--- src/rtl/cdb_arbiter.sv ---
// rtl/cdb_arbiter.sv - round-robin Common Data Bus arbiter with registered broadcast
//
// Shares one result bus between three tagged-result producers
// (bit 0 ALU, bit 1 Load, bit 2 spare for a future mul/div unit).
//
// Ports:
//   clk, rst        clock, synchronous active-high reset
//   flush           ROB misprediction redirect; suppresses grants and broadcast
//   req_valid[3]    per-requester result pending
//   req_index       packed per-requester tags, requester k at [k*TAG_W +: TAG_W]
//   req_result      packed per-requester values, same packing
//   req_ready[3]    one-hot (or zero) grant; transfer on valid & ready
//   cdb_valid       registered broadcast valid
//   cdb_index       registered broadcast tag (holds when idle)
//   cdb_result      registered broadcast value (holds when idle)
//   busy_cycles     saturating count of cycles with cdb_valid high

module cdb_arbiter #(
  parameter int TAG_W  = 5,
  parameter int DATA_W = 32
) (
  input  logic                clk,
  input  logic                rst,
  input  logic                flush,
  input  logic [2:0]          req_valid,
  input  logic [3*TAG_W-1:0]  req_index,
  input  logic [3*DATA_W-1:0] req_result,
  output logic [2:0]          req_ready,
  output logic                cdb_valid,
  output logic [TAG_W-1:0]    cdb_index,
  output logic [DATA_W-1:0]   cdb_result,
  output logic [15:0]         busy_cycles
);

  logic [1:0] prio;
  logic       grant_any;
  logic [1:0] grant_idx;

  // Returns {found, index} for the first valid requester in the order a, b, c.
  function automatic logic [2:0] first_of(input logic [2:0] v,
                                          input logic [1:0] a,
                                          input logic [1:0] b,
                                          input logic [1:0] c);
    if (v[a])      return {1'b1, a};
    else if (v[b]) return {1'b1, b};
    else if (v[c]) return {1'b1, c};
    else           return 3'b000;
  endfunction

  always_comb begin
    logic [2:0] pick;
    pick      = 3'b000;
    grant_any = 1'b0;
    grant_idx = 2'd0;
    req_ready = 3'b000;
    if (!rst && !flush) begin
      case (prio)
        2'd1:    pick = first_of(req_valid, 2'd1, 2'd2, 2'd0);
        2'd2:    pick = first_of(req_valid, 2'd2, 2'd0, 2'd1);
        default: pick = first_of(req_valid, 2'd0, 2'd1, 2'd2);
      endcase
      grant_any = pick[2];
      grant_idx = pick[1:0];
      if (grant_any) req_ready[grant_idx] = 1'b1;
    end
  end

  always_ff @(posedge clk) begin
    if (rst) begin
      prio        <= 2'd0;
      cdb_valid   <= 1'b0;
      cdb_index   <= '0;
      cdb_result  <= '0;
      busy_cycles <= 16'd0;
    end else begin
      // Counts the broadcast currently on the bus, not the one being captured.
      if (cdb_valid && busy_cycles != 16'hFFFF)
        busy_cycles <= busy_cycles + 16'd1;
      // grant_any is already forced low during flush, so flush needs no term here.
      cdb_valid <= grant_any;
      if (grant_any) begin
        cdb_index  <= req_index[grant_idx*TAG_W +: TAG_W];
        cdb_result <= req_result[grant_idx*DATA_W +: DATA_W];
        prio       <= (grant_idx == 2'd2) ? 2'd0 : grant_idx + 2'd1;
      end
    end
  end

endmodule

--- config.mk ---
export PLATFORM = sky130hd
export DESIGN_NAME = cdb_arbiter
export DESIGN_NICKNAME = d
export VERILOG_FILES = /design/src/rtl/cdb_arbiter.sv
export SDC_FILE = /design/constraint.sdc
export NUM_CORES = 1
export LEC_CHECK = 0
export ABC_AREA = 0
export CAP_MARGIN = 15
export CORE_UTILIZATION = 39
export CTS_CLUSTER_SIZE = 25
export DETAILED_ROUTE_END_ITERATION = 6
export PLACE_DENSITY_LB_ADDON = 0.12
export SLEW_MARGIN = 25
export SYNTH_ARGS = -nofsm -noshare
export SYNTH_HDL_FRONTEND = slang
export SYNTH_SLANG_ARGS = --single-unit
--- constraint.sdc ---
create_clock -name clk -period 2.85 [get_ports clk]
set_input_delay 0.4275 -clock clk [delete_from_list [all_inputs] [get_ports clk]]
set_output_delay 0.4275 -clock clk [all_outputs]
set_load 0.1 [all_outputs]
==> impl_metrics.env <==
export IMPL_antenna_left=0
export IMPL_start_util_pct=41.4
export IMPL_io_pins=174
export IMPL_relSlewSlack_pct=37.7
export IMPL_wl_mm=10.1
export IMPL_overflow=0
export IMPL_antenna_found_initial=0
export IMPL_cp_data_arrival_time_ns=2.18
export IMPL_clk_pin_slew_ns=0.10
export IMPL_first_pass_iters=4
export IMPL_period_minus_slack_ns=2.60
export IMPL_p_per_area_nw_per_um2=594
export IMPL_ctsHtreeMaxLevel=2
export IMPL_syn_num_nets=494
export IMPL_synth_seq_cells=56
export IMPL_cpPeakStageDelay_ns=0.45
export IMPL_critPathSlowestCell="or3_4"
export IMPL_cts_root_buf="clkbuf_8"
export IMPL_stdcell_area_um2=4930
export IMPL_ir_drop_mv=0.384
export IMPL_synth_edf_count=0
export IMPL_syn_to_final_growth_pct=60.8
export IMPL_post_cts_resized=0
export IMPL_cp_num_buf_inv=2
export IMPL_drt_vias_per_instance=5.53
export IMPL_p_leak_uw=0.00186
export IMPL_fmax_ghz=0.384
export IMPL_drt_iter0_markers=109
export IMPL_n_antenna_cell=0
export IMPL_place_area_um2=4770
export IMPL_hpwlAfterDp_mm=7.05
export IMPL_grt_max_degree=38
export IMPL_dieArea_um2=8220
export IMPL_die_w_um=90.7
export IMPL_syn_inst=374
export IMPL_ys_warn_count=0
export IMPL_port_buffers=173
export IMPL_rows=31
export IMPL_run_status="complete, no violations"
export IMPL_crit_chain="inv_1, ha_1, nor3_2, or3_4, nor3_4, buf_12"
export IMPL_rsz0062_at_grt="false"
export IMPL_startpoint_type="register"
export IMPL_cts_tree="yes"
export IMPL_fin_crit_sh_pct=91.3
export IMPL_cts_sinks=56
export IMPL_async_reset_ff_share_pct=0
export IMPL_drc=0
export IMPL_hold_buffers=0
export IMPL_yosysSeqAreaShare_pct=36.6
export IMPL_grt_pass1_vias=3407
export IMPL_hold_viol_final=0
export IMPL_ys_flop_type="dfxtp_1"
export IMPL_drive_gt1_share_pct=16.1
export IMPL_core_area_um2=7410
export IMPL_hold_path_class="register to register"
export IMPL_die_height_um=90.7
export IMPL_worst_pin_slew_ns=0.932
export IMPL_synth_distinct_cells=43
export IMPL_wl_per_cell_um=16.0
export IMPL_cp_required_ns=2.42
export IMPL_slew_viol_final=0
export IMPL_post_cts_setup_buffers=0
export IMPL_syn_cell_area_um2=3070
export IMPL_nets=653
export IMPL_cts_path_max_buffers=2
export IMPL_fin_ws_ns=0.247
export IMPL_fin_skew_ns=0.00734
export IMPL_gp_congestion=0.803
export IMPL_syn_avg_cell_area_um2=8.20
export IMPL_cp_max_fo=9
export IMPL_maxCapViolations=0
export IMPL_grt_pass1_wl_mm=16.4
export IMPL_setup_violations=0
export IMPL_dp_slack_ns=0.283
export IMPL_vias=3500
export IMPL_numCtsBuffers=5
export IMPL_tns_ns=0
export IMPL_crit_family="simple AND/OR/NAND/NOR gates"
export IMPL_crit_type="register to output port"
export IMPL_endpoint_kind="output port"
export IMPL_clk_latency_ns=0.31
export IMPL_grt_usage_pct=24.5
cell usage in the layout (no fill, tap or decap), types with 2 or more instances in the layout:
cell type	Yosys	routed
a211oi_1	3	2
xnor2_1	7	7
nor3b_1	2	2
inv_1	3	3
ha_1	3	3
a221o_1	37	37
dfxtp_1	56	56
nor2_1	26	24
nor3_4	1	2
bufinv_16	0	3
o21a_1	37	37
nand4_1	5	5
clkdlybuf4s50_1	0	115
nor3_1	7	7
o21ai_0	37	37
and4_1	3	3
nand3_1	5	5
clkbuf_8	0	5
nand2_1	43	43
a21oi_1	41	41
buf_12	0	3
buf_4	1	64
o21ai_1	3	3
xor2_1	3	3
power breakdown:
| group | total [uW] | internal, uW | switching, uW |
|---|---|---|---|
| Sequential | 940 | 871 | 69.5 |
| Clock | 713 | 439 | 273 |
| Combinational | 1280 | 405 | 872 |
| Total | 2930 | 1720 | 1210 |
worst paths after layout:
path / cells past startpoint / to / slack, ns / start
min reg2reg: 2 / prio[0]$_SDFFE_PP0P_ / 0.51 / prio[0]$_SDFFE_PP0P_
min: 2 / prio[0]$_SDFFE_PP0P_ / 0.51 / prio[0]$_SDFFE_PP0P_
max reg2reg: 6 / cdb_result[31]$_SDFFE_PP0P_ / 0.44 / prio[0]$_SDFFE_PP0P_
max: 6 / req_ready[1] / 0.25 / prio[0]$_SDFFE_PP0P_
cell type report:
type	count	area [um2]
multi-input cells	284	1820
flip-flops and latches	56	1120
clock buffers	5	68.8
well taps	99	124
inverters	3	11.3
repair buffers	183	1700
clock inverters	3	90.1
fillers	611	2480
layer usage:
| layer | part of all wire, % | global-route usage (%) |
|---|---|---|
| met1 | 43 | 29.9 |
| met2 | 49 | 43.6 |
| met3 | 7.4 | 4.97 |
| met4 | 1.4 | 6.05 |
| met5 | 0 | 0 |
through the flow:
step | util (%) | hold slack (ns) | power [uW] | cells
after floorplan | - | 0.465 | 1850 | 374
after global placement | 64.3 | 0.481 | 2220 | 625
after detailed placement | 64.3 | 0.485 | 2230 | 625
after CTS | 66.5 | 0.507 | 2940 | 633
after global routing | 66.6 | 0.550 | 3040 | 633
final | 66.6 | 0.507 | 2930 | 633
state kept, by name, summed over array words and instances, names as in the netlist:
name         count
cdb_result      32
busy_cycles     16
cdb_valid        1
cdb_index        5
prio             2
synth_stat cells (3+ instances only):
cell type,count,area share [%]
buf_2,11,1.8
inv_1,3,0.37
xnor2_1,7,2.0
nand2_1,43,5.3
o21ai_0,37,6.0
ha_1,3,1.2
a211oi_1,3,0.73
xor2_1,3,0.86
nor3_1,7,1.1
clkbuf_1,16,2.0
o21ai_1,3,0.49
o21a_1,37,9.1
nand4_1,5,1.0
nor2_1,26,3.2
nand3_1,5,0.82
and4_1,3,0.86
a21oi_1,41,6.7
dfxtp_1,56,37
a221o_1,37,12
worst register-to-register path, cell delays in order, from the launching register on:
cell     delay, ns
dfxtp_1       0.35
inv_1         0.06
ha_1          0.38
nor3_2        0.38
nor3b_1       0.16
nor2_4        0.73
a221o_1       0.30
kinds of logic (layout without fill, tap and decap cells):
group                      after synthesis  in the layout  share of synthesized area [%]
AOI/OAI and AO/OA                      163            163                           36.4
and+or+nand+nor                        107            107                           17.7
DFF                                     56             56                           36.6
buffers and inverters                   34            194                           4.98
xor gates and xnor gates                10             10                           2.86
adders and majority gates                3              3                           1.22
muxes                                    1              1                          0.326
(Power assumes the default switching activity.)
